===== config.mk =====
export PLATFORM = sky130hd
export DESIGN_NAME = theremin_period_sample_fifo
export DESIGN_NICKNAME = d
export VERILOG_FILES = /design/src/rtl/theremin_period_sample_fifo.sv
export SDC_FILE = /design/constraint.sdc
export NUM_CORES = 1
export LEC_CHECK = 0
export BUFFER_PORTS_ARGS = -buffer_cell sky130_fd_sc_hd__buf_2
export CORE_ASPECT_RATIO = 0.9
export CORE_MARGIN = 2
export CORE_UTILIZATION = 60
export DETAILED_ROUTE_END_ITERATION = 7
export PLACE_DENSITY = 0.88
export SETUP_SLACK_MARGIN = 0.1
export SYNTH_ARGS = -nofsm -noshare
export SYNTH_HDL_FRONTEND = slang
export SYNTH_SLANG_ARGS = --single-unit

===== constraint.sdc =====
create_clock -name CLK -period 13.75 [get_ports CLK]
set_input_delay 2.75 -clock CLK [delete_from_list [all_inputs] [get_ports CLK]]
set_output_delay 2.75 -clock CLK [all_outputs]
set_load 0.01 [all_outputs]

===== src/rtl/theremin_period_sample_fifo.sv =====
// theremin_period_sample_fifo
// Decimating sampler plus first-word-fall-through FIFO for the theremin
// sensor path. Every DECIMATION+1 enabled cycles the filtered pitch and
// volume period words are captured as one pair and queued. The queue drains
// through a valid/ready stream, and dropped samples are counted.
//
// Build option: define THEREMIN_SAMPLE_SEQ_EN to build the 8-bit sequence
// counter and per-entry tag storage. Without it, OUT_SEQ is tied to 0 and
// FIFO entries hold only the two period words.
module theremin_period_sample_fifo #(
  parameter int DATA_BITS  = 32,
  parameter int DEPTH_LOG2 = 4,
  parameter int DECIM_BITS = 16
) (
  input  logic                  CLK,
  input  logic                  RESET_N,
  input  logic [DATA_BITS-1:0]  PITCH_PERIOD,
  input  logic [DATA_BITS-1:0]  VOLUME_PERIOD,
  input  logic                  ENABLE,
  input  logic [DECIM_BITS-1:0] DECIMATION,
  output logic                  OUT_VALID,
  input  logic                  OUT_READY,
  output logic [DATA_BITS-1:0]  OUT_PITCH,
  output logic [DATA_BITS-1:0]  OUT_VOLUME,
  output logic [7:0]            OUT_SEQ,
  output logic [DEPTH_LOG2:0]   FIFO_LEVEL,
  output logic [15:0]           OVERFLOW_COUNT
);

  localparam int DEPTH = 1 << DEPTH_LOG2;
  localparam int PTR_W = DEPTH_LOG2 + 1;
`ifdef THEREMIN_SAMPLE_SEQ_EN
  localparam int SEQ_W = 8;
`else
  localparam int SEQ_W = 0;
`endif
  localparam int ENTRY_W = 2 * DATA_BITS + SEQ_W;

  // Output handshake: OUT_VALID is high whenever the FIFO holds an entry and
  // the head words are then held stable until the cycle where OUT_VALID and
  // OUT_READY are both high; that cycle is a pop and the next head (or
  // OUT_VALID=0) appears after the following clock edge. OUT_READY may be
  // driven independently of OUT_VALID.

  // ---------------------------------------------------------------------
  // Decimation counter
  // ---------------------------------------------------------------------
  logic [DECIM_BITS-1:0] decim_cnt;
  logic                  tick;

  // A tick fires on an enabled cycle whose counter has reached zero.
  always_comb begin
    tick = ENABLE && (decim_cnt == '0);
  end

  // Count down while enabled, reload on a tick; park at the reload value when
  // disabled so a new DECIMATION only lands at a reload boundary.
  always_ff @(posedge CLK or negedge RESET_N) begin
    if (!RESET_N) begin
      decim_cnt <= '0;
    end else if (!ENABLE) begin
      decim_cnt <= DECIMATION;
    end else if (tick) begin
      decim_cnt <= DECIMATION;
    end else begin
      decim_cnt <= decim_cnt - 1'b1;
    end
  end

  // ---------------------------------------------------------------------
  // FIFO pointers and flow control
  // ---------------------------------------------------------------------
  logic [PTR_W-1:0]      wr_ptr;
  logic [PTR_W-1:0]      rd_ptr;
  logic [PTR_W-1:0]      wr_ptr_nxt;
  logic [PTR_W-1:0]      rd_ptr_nxt;
  logic [DEPTH_LOG2-1:0] wr_addr;
  logic [DEPTH_LOG2-1:0] rd_addr;
  logic                  fifo_empty;
  logic                  fifo_full;
  logic                  pop;
  logic                  push;
  logic                  drop;

  // Full/empty from the extra pointer MSB; a full FIFO still accepts a tick
  // when the head is popped in the same cycle.
  always_comb begin
    wr_addr    = wr_ptr[DEPTH_LOG2-1:0];
    rd_addr    = rd_ptr[DEPTH_LOG2-1:0];
    fifo_empty = (wr_ptr == rd_ptr);
    fifo_full  = (wr_ptr[DEPTH_LOG2] != rd_ptr[DEPTH_LOG2]) &&
                 (wr_ptr[DEPTH_LOG2-1:0] == rd_ptr[DEPTH_LOG2-1:0]);
    pop        = !fifo_empty && OUT_READY;
    push       = tick && (!fifo_full || pop);
    drop       = tick && !push;
    wr_ptr_nxt = wr_ptr + {{(PTR_W-1){1'b0}}, push};
    rd_ptr_nxt = rd_ptr + {{(PTR_W-1){1'b0}}, pop};
  end

  // Pointer and occupancy registers; the level is the modular pointer
  // difference, so a simultaneous push and pop leaves it unchanged.
  always_ff @(posedge CLK or negedge RESET_N) begin
    if (!RESET_N) begin
      wr_ptr     <= '0;
      rd_ptr     <= '0;
      FIFO_LEVEL <= '0;
    end else begin
      wr_ptr     <= wr_ptr_nxt;
      rd_ptr     <= rd_ptr_nxt;
      FIFO_LEVEL <= wr_ptr_nxt - rd_ptr_nxt;
    end
  end

  // Saturating count of ticks that found the FIFO full with no pop.
  always_ff @(posedge CLK or negedge RESET_N) begin
    if (!RESET_N) begin
      OVERFLOW_COUNT <= '0;
    end else if (drop && (OVERFLOW_COUNT != 16'hFFFF)) begin
      OVERFLOW_COUNT <= OVERFLOW_COUNT + 16'd1;
    end
  end

  // ---------------------------------------------------------------------
  // Entry formation and optional sequence tag
  // ---------------------------------------------------------------------
  logic [ENTRY_W-1:0] wr_entry;
  logic [ENTRY_W-1:0] head_entry;

`ifdef THEREMIN_SAMPLE_SEQ_EN
  logic [7:0] seq_cnt;

  // Tag advances on every tick, dropped or not, so gaps are visible
  // downstream; it wraps naturally at 8 bits.
  always_ff @(posedge CLK or negedge RESET_N) begin
    if (!RESET_N) begin
      seq_cnt <= '0;
    end else if (tick) begin
      seq_cnt <= seq_cnt + 8'd1;
    end
  end

  // Entry layout: {tag, pitch, volume}.
  always_comb begin
    wr_entry = {seq_cnt, PITCH_PERIOD, VOLUME_PERIOD};
  end
`else
  // Entry layout: {pitch, volume}.
  always_comb begin
    wr_entry = {PITCH_PERIOD, VOLUME_PERIOD};
  end
`endif

  // ---------------------------------------------------------------------
  // Storage
  // ---------------------------------------------------------------------
  logic [ENTRY_W-1:0] mem [DEPTH];

  // Sample storage; contents are only observable behind a valid pointer
  // range, so the array carries no reset.
  always_ff @(posedge CLK) begin
    if (push) begin
      mem[wr_addr] <= wr_entry;
    end
  end

  // ---------------------------------------------------------------------
  // Head presentation (first-word-fall-through)
  // ---------------------------------------------------------------------
  // Head is read straight from the array and forced to zero while empty,
  // which also gives zero outputs out of reset.
  always_comb begin
    head_entry = mem[rd_addr];
    OUT_VALID  = !fifo_empty;
    OUT_PITCH  = '0;
    OUT_VOLUME = '0;
    OUT_SEQ    = '0;
    if (!fifo_empty) begin
      OUT_PITCH  = head_entry[2*DATA_BITS-1:DATA_BITS];
      OUT_VOLUME = head_entry[DATA_BITS-1:0];
`ifdef THEREMIN_SAMPLE_SEQ_EN
      OUT_SEQ    = head_entry[ENTRY_W-1 -: 8];
`endif
    end
  end

endmodule


## Word level (Yosys, flattened, before mapping)

Memory sizes are Yosys's and may differ from the RTL's.
Cells that the tools add are included.

- Add/sub/neg operators: 5
- $mul: 0
- Divide/modulo/power cells: 0
- Order comparisons: 0
- Equality and inequality tests: 4
- Shift operators: 0
- Muxes and demuxes: 6
- Bitwise operators: 0
- Reductions and logical operators: 11

Operators with widths:

| kind | count |
|---|---|
| $mux W32 | 2 |
| $mux W16 | 2 |
| $add A16 B1 Y16 const B | 1 |
| $logic_not A16 Y1 | 1 |
| $ne A16 B16 Y1 const B | 1 |
| $sub A16 B1 Y16 const B | 1 |
| $add A5 B1 Y5 | 2 |
| $logic_and A1 B1 Y1 | 6 |
| $eq A5 B5 Y1 | 1 |
| $sub A5 B5 Y5 | 1 |
| $eq A4 B4 Y1 | 1 |
| $logic_not A1 Y1 | 3 |
| $mux W1 | 2 |
| $logic_or A1 B1 Y1 | 1 |
| $ne A1 B1 Y1 | 1 |

- Register bits: 47
- Bits in latches: 0
- Bits in writable memories: 1024
- ROM bits: 0
- Output and inout port bits: 94
- Memories kept: 1

Memories:

| name | words | bits a word | read ports | clocked after Yosys merged registers in | write ports | RTL line | source |
|---|---|---|---|---|---|---|---|
| mem | 16 | 64 | 1 | 0 | 1 | 156 | `logic [ENTRY_W-1:0] mem [DEPTH];` |

## Depth between registers and ports, before layout

Gate-level depths: netlist (run 1).

- Word-level depth: 8
- Mapped depth: 14
- Gate-level depth less buffers: 13

## Worst setup path after synthesis (run 1)

OpenSTA, ideal clock, no wires.

- Path kind: input port to flip-flop
- Start point: input port OUT_READY
- End point: memory mem[4][0] (netlist bit), enable pin
- Setup time: 0.565 ns
- Arrival: 7.800 ns
- Required time: 13.185 ns
- Setup slack: 5.386 ns
- Stages: 4
- Path buffers: 0
- Cell sequence: nor2_1 > a2111oi_4 > nand3b_1 > nor3_1

- Cells in the longest elaborated chain, start to end: 5

RTL lines:

| element | RTL line | source |
|---|---|---|
| from (decl) | 22 | `input logic OUT_READY,` |
| $logic_and A1 B1 Y1 | 93 | `pop = !fifo_empty && OUT_READY;` |
| $logic_or A1 B1 Y1 | 94 | `push = tick && (!fifo_full \|\| pop);` |
| $logic_and A1 B1 Y1 | 94 |  |
| $mux W1 | 161 | `if (push) begin` |
| $mux W1 (not written as such) | 162 | `mem[wr_addr] <= wr_entry;` |
| to (decl) | 156 |  |

Every way passes these cells.

## Worst setup path in the final report (run 1)

- Start point: register rd_ptr[1]
- End point: output port OUT_PITCH[8]

- Cells in the longest elaborated chain, start to end: 2
- Elaborated cells between the ends (all ways): 3
- Those cells by class: eq/ne (1); mux (1); memory (1)

RTL lines:

| element | RTL line | source |
|---|---|---|
| from (decl) | 74 | `logic [PTR_W-1:0] rd_ptr;` |
| from (signal assigned) | 109 | `rd_ptr <= rd_ptr_nxt;` |
| $mem_v2 Z16 W64 / $eq A5 B5 Y1 (equally long branches) | - |  |
| $mux W32 (*) | 177 | `if (!fifo_empty) begin` |
| to (decl) | 23 | `output logic [DATA_BITS-1:0] OUT_PITCH,` |

Mark *: on every way between the ends. The rest lies on a longest branch, timed or not.

==> results of run 1 <==
==> routing by layer <==
layer,GRT usage,vias up,wire [um]
li1,-,8154,-
met1,0.395,10900,35000
met2,0.504,1761,53700
met3,0.0668,312,11800
met4,0.143,8,4340
met5,0,-,47
==> through the flow <==
step           instances  power (uW)  area, sq um  hold slack (ps)   util
6_report            2997        8870        46000              518  0.685
5_1_grt             2995        9130        46000              553  0.685
4_1_cts             2989        8890        46000              521  0.685
3_5_place_dp        2804        6030        42700              492  0.636
3_3_place_gp        2804        5960        42700              477  0.636
2_1_floorplan       1838        5270        40800              498      -
==> worst max-delay path by stage <==
stage / end / cells past startpoint
after detailed placement: OUT_PITCH[3] / 6
after CTS: OUT_PITCH[3] / 6
after global routing: OUT_PITCH[3] / 6
after floorplan: mem[4][0]$_DFFE_PP_ / 4
after global placement: OUT_PITCH[3] / 6
final: OUT_PITCH[8] / 6
==> area by class of cell <==
cell class,count,area (sq um),share of cell area
repair buffers,204,1110,0.0241
clock buffers,113,2570,0.0559
flip-flops and latches,1071,31900,0.694
multi-input cells,645,8500,0.185
well taps,874,1090,0.0238
clock inverters,72,738,0.0160
inverters,10,37.5,0.000816
diodes,8,20.0,0.000435
==> flip-flops by register name, indices dropped and copies added, names as in the netlist <==
signal and count:
mem 1024, OVERFLOW_COUNT 16, decim_cnt 16, FIFO_LEVEL 5, rd_ptr 5, wr_ptr 5
==> cells in the final DEF (no fill, tap or decap), drive strengths merged, types with 19 or more instances in the layout <==
| master | instances |
|---|---|
| inv | 19 |
| buf | 204 |
| xnor2 | 25 |
| mux4 | 256 |
| dfrtp | 47 |
| clkbuf | 113 |
| a22oi | 128 |
| clkinv | 41 |
| nor2 | 39 |
| edfxtp | 1024 |
| a21oi | 79 |
==> cells by family after synthesis <==
| group | synth area share |
|---|---|
| compound gates | 0.0352 |
| xor+xnor | 0.00902 |
| fa+ha+maj | 0.00386 |
| buf+inv | 0.0129 |
| flops | 0.783 |
| mux | 0.142 |
| other cells | 0.0000919 |
| simple gates | 0.0144 |
==> report_power, final <==
group,switching (uW),leakage [uW],internal [uW]
Combinational,1330,0.00340,1030
Sequential,85.9,0.00978,3590
Clock,1240,0.00160,1600
==> results.toml, run 1 <==
[floorplanning]
die_y_um = 251
rows = 90
io_pins = 178
die_x_um = 279
core_area_sq_um = 67100
start_util = 0.608
die_area_sq_um = 70100

[setup_path]
startpoint_type = "register"
reg2reg_from = "rd_ptr[0]$_DFF_PN0_"
crit_arrival_ps = 4800
crit_buf_inv = 3
cp_slowest_cell = "buf_4"
criticalPathCategory = "reg2out"
crit_path_max_incr_delay_ps = 990
r2r_cells = 13
path_cells = "buf_4, buf_4, mux4_2, a22oi_1, a21oi_1, buf_2"
cp-end-kind = "output port"
critical_path.startpoint = "rd_ptr[1]$_DFF_PN0_"
rrSetupSlack_ps = 8700
cp_top_family = "buffers and inverters"
cp_data_required_time_ps = 11000
crit_top_cell = "buf_4"
r2r_end = "FIFO_LEVEL[4]$_DFF_PN0_"
critPathMaxFanout = 80

[layout]
syn_to_final_growth_pct = 12.8
nets = 2128
drive_gt1_frac = 0.303
fill_cells = 3821

[grt]
antenna_found_initial = 12
gr-total-overflow = 0
grt_pass1_wl_mm = 152
grt_max_degree = 81
grt_use_total = 0.306
grt_pass1_vias = 22127

[power]
worst_ir_drop_vdd_mv = 0.171
p_per_area_nw_per_um2 = 193
cellLeakagePower_uw = 0.0148

[run]
drv_cap = 0

[detailed_routing]
routed_wl_mm = 105
drc_errors = 0
viasPerCell = 7.05
dr.first_iter.drc_count = 3324
wl_per_cell_um = 35.0
first_pass_iters = 5
ant_nets = 0
dr_total_vias = 21135

[synthesis]
netlist_area_sq_um = 40800
synthFlopType = "edfxtp_1"
syn_avg_cell_area_sq_um = 22.3
synth_most_common_cell = "edfxtp_1"
ys_ff_latch = 1071
syn-instance-count = 1831
synth_common_cells = "edfxtp_1, mux4_2, a22oi_1"
yosys-top-cells-area = "edfxtp_1, mux4_2, dfrtp_1"
ys_seq_area_frac = 0.783
async_flop_share = 0.0439
synth_edf_count = 1024
synth.distinct_cells = 43
ys_warn_count = 0
synth_top_area_cell = "edfxtp_1"
synth_top_area_frac = 0.754

[placed_design]
gp_congestion = 0.800
dp_hpwl_mm = 48.9
pre_cts_slack_ps = 6970
portBuffers = 169

[min_path]
min_to = "OVERFLOW_COUNT[10]$_DFFE_PN0P_"
hp-class = "reg2reg"
worstHoldStart = "OVERFLOW_COUNT[10]$_DFFE_PN0P_"
hold-path-cell-count = 1

[cts]
post_cts_buffers = 0
clock_latency_ps = 670
cts.clk_slew.worst_paths_ps = 60
cts.sinks = 1071
cts_tree = "done"
clock_path_buffers = 3
cts_resized = 0
cts_inserted_buffers = 100
htreeDepth = 3
hold_buffers = 0
clock-root-buffer = "clkbuf_16"

[timing]
hold_violations = 0
setup_slack_ps = 6200
tightest_slew_ps = 1350
slew_violations = 0
tns_ps = 0
grt_setup_unrepaired = "false"
setup_viol = 0
post-route-min-period_ps = 7550
maxSlewHeadroom = 0.0966
max_freq_mhz = 132
fin_crit_sh = 0.549
skew_ps = 20.9

[status]
status = "completed"
Power figures use the tool's default switching activity.
==> run 2, diff against run 1 <==
- CORE_UTILIZATION: 60 -> 55
- PLACE_DENSITY: 0.88 -> 0.85
- clock period: 13.75 -> 6.8 ns (I/O delays scaled with it)
==> results.toml, run 2 (synthesized netlist as in run 1, its figures left out) <==
[setup_path]
cp-end-kind = "output port"
cp_slowest_cell = "dfrtp_4"
crit_path_max_incr_delay_ps = 960
cp_data_required_time_ps = 5440
criticalPathCategory = "reg2out"
path_cells = "xor2_1, nor4_2, and2_4, buf_4, a21oi_1, buf_2"
critical_path.startpoint = "rd_ptr[1]$_DFF_PN0_"
rrSetupSlack_ps = 2220
critPathMaxFanout = 55
reg2reg_from = "rd_ptr[1]$_DFF_PN0_"
crit_arrival_ps = 3960
startpoint_type = "register"

[timing]
tightest_slew_ps = 1230
skew_ps = 25.2
slew_violations = 0
hold_violations = 0
post-route-min-period_ps = 5320
maxSlewHeadroom = 0.177
grt_setup_unrepaired = "false"
max_freq_mhz = 188
setup_viol = 0
fin_crit_sh = 0.782
hold_ws_ps = 511
tns_ps = 0

[run]
drv_cap = 0

[detailed_routing]
viasPerCell = 6.61
dr_total_vias = 20406
first_pass_iters = 5
dr.first_iter.drc_count = 2688
ant_nets = 0
wl_per_cell_um = 31.9
routed_wl_mm = 98.5
drc_errors = 0

[cts]
cts.sinks = 1071
cts_tree = "done"
cts_inserted_buffers = 99
clock_path_buffers = 3
cts.clk_slew.worst_paths_ps = 60
clock_latency_ps = 650
hold_buffers = 0
htreeDepth = 3
clock-root-buffer = "clkbuf_16"
post_cts_buffers = 0
cts_resized = 0

[grt]
grt_pass1_vias = 21400
grt_use_total = 0.259
grt_max_degree = 151
gr-total-overflow = 0
grt_pass1_wl_mm = 144
antenna_found_initial = 16

[floorplanning]
die_y_um = 262
die_area_sq_um = 76400
start_util = 0.557
core_area_sq_um = 73300
die_x_um = 291
io_pins = 178
rows = 94

[layout]
top_register = "mem"
largest_reg_flops = 1024
nets = 2133
fin_cells = 3085
utilization = 0.632
syn_to_final_growth_pct = 13.5
final_cell_mix = "edfxtp_1, mux4_2, buf_2"
fill_cells = 4629
reg_top3 = "mem: 1024 flops, OVERFLOW_COUNT: 16 flops, decim_cnt: 16 flops"
drive_gt1_frac = 0.307
post-route-cell-area_sq_um = 46300
final_common_cell = "edfxtp_1"

[status]
status = "completed"

[min_path]
hp-class = "reg2reg"
worstHoldStart = "OVERFLOW_COUNT[10]$_DFFE_PN0P_"

[placed_design]
dp_hpwl_mm = 46.6
portBuffers = 169
gp_congestion = 0.769
dp_cells = 2896
dpl_cell_area_sq_um = 42900

[power]
worst_ir_drop_vdd_mv = 0.376
p_per_area_nw_per_um2 = 385
cellLeakagePower_uw = 0.0149
run 2: where the power goes:
group          leakage [uW]  internal (uW)  switching [uW]
clock               0.00166           3280            2420
sequential          0.00978           7260             187
combinational       0.00343           2100            2570
total                0.0149          12600            5180
run 2: routing by layer:
layer / part of all wire / up-vias / routed length, um / track usage
met3: 0.098 / 256 / 9670 / 0.0581
met2: 0.52 / 1333 / 50900 / 0.438
met4: 0.037 / 20 / 3660 / 0.0990
met5: 0.0013 / - / 126 / 0
li1: - / 8157 / - / -
met1: 0.35 / 10640 / 34200 / 0.329
run 2: path summary, 6_finish.rpt:
kind                                                   to  cells after the start
max                                         OUT_PITCH[25]                      6
min                        OVERFLOW_COUNT[10]$_DFFE_PN0P_                      1
max reg2reg                       FIFO_LEVEL[4]$_DFF_PN0_                     12
min reg2reg                OVERFLOW_COUNT[10]$_DFFE_PN0P_                      1
max in group asynchronous             rd_ptr[1]$_DFF_PN0_                      1
min in group asynchronous         decim_cnt[11]$_DFF_PN0_                      1
run 2: critical path, delay by kind of cell (launching register included):
kind	cells	cell delay (ps)
xor gates and xnor gates	1	160
and+or+nand+nor	2	1490
AOI/OAI and AO/OA	1	110
buffers and inverters	2	560
DFF	1	960
run 2: per-stage QoR:
| stage | power (uW) | worst slack, ps |
|---|---|---|
| detailed placement | 12200 | 2130 |
| global route | 18400 | 1220 |
| CTS | 17900 | 1390 |
| global placement | 12100 | 2200 |
| floorplan | 10700 | 1540 |
| finish | 17800 | 1480 |
run 2: layout make-up:
cell class              count  area, sq um  area share
repair buffers            210         1230      0.0265
clock inverters            66          676      0.0146
inverters                  10         37.5    0.000811
flip-flops and latches   1071        31900       0.690
clock buffers             118         2680      0.0579
multi-input cells         645         8530       0.184
diodes                      5         12.5    0.000270
well taps                 960         1200      0.0259
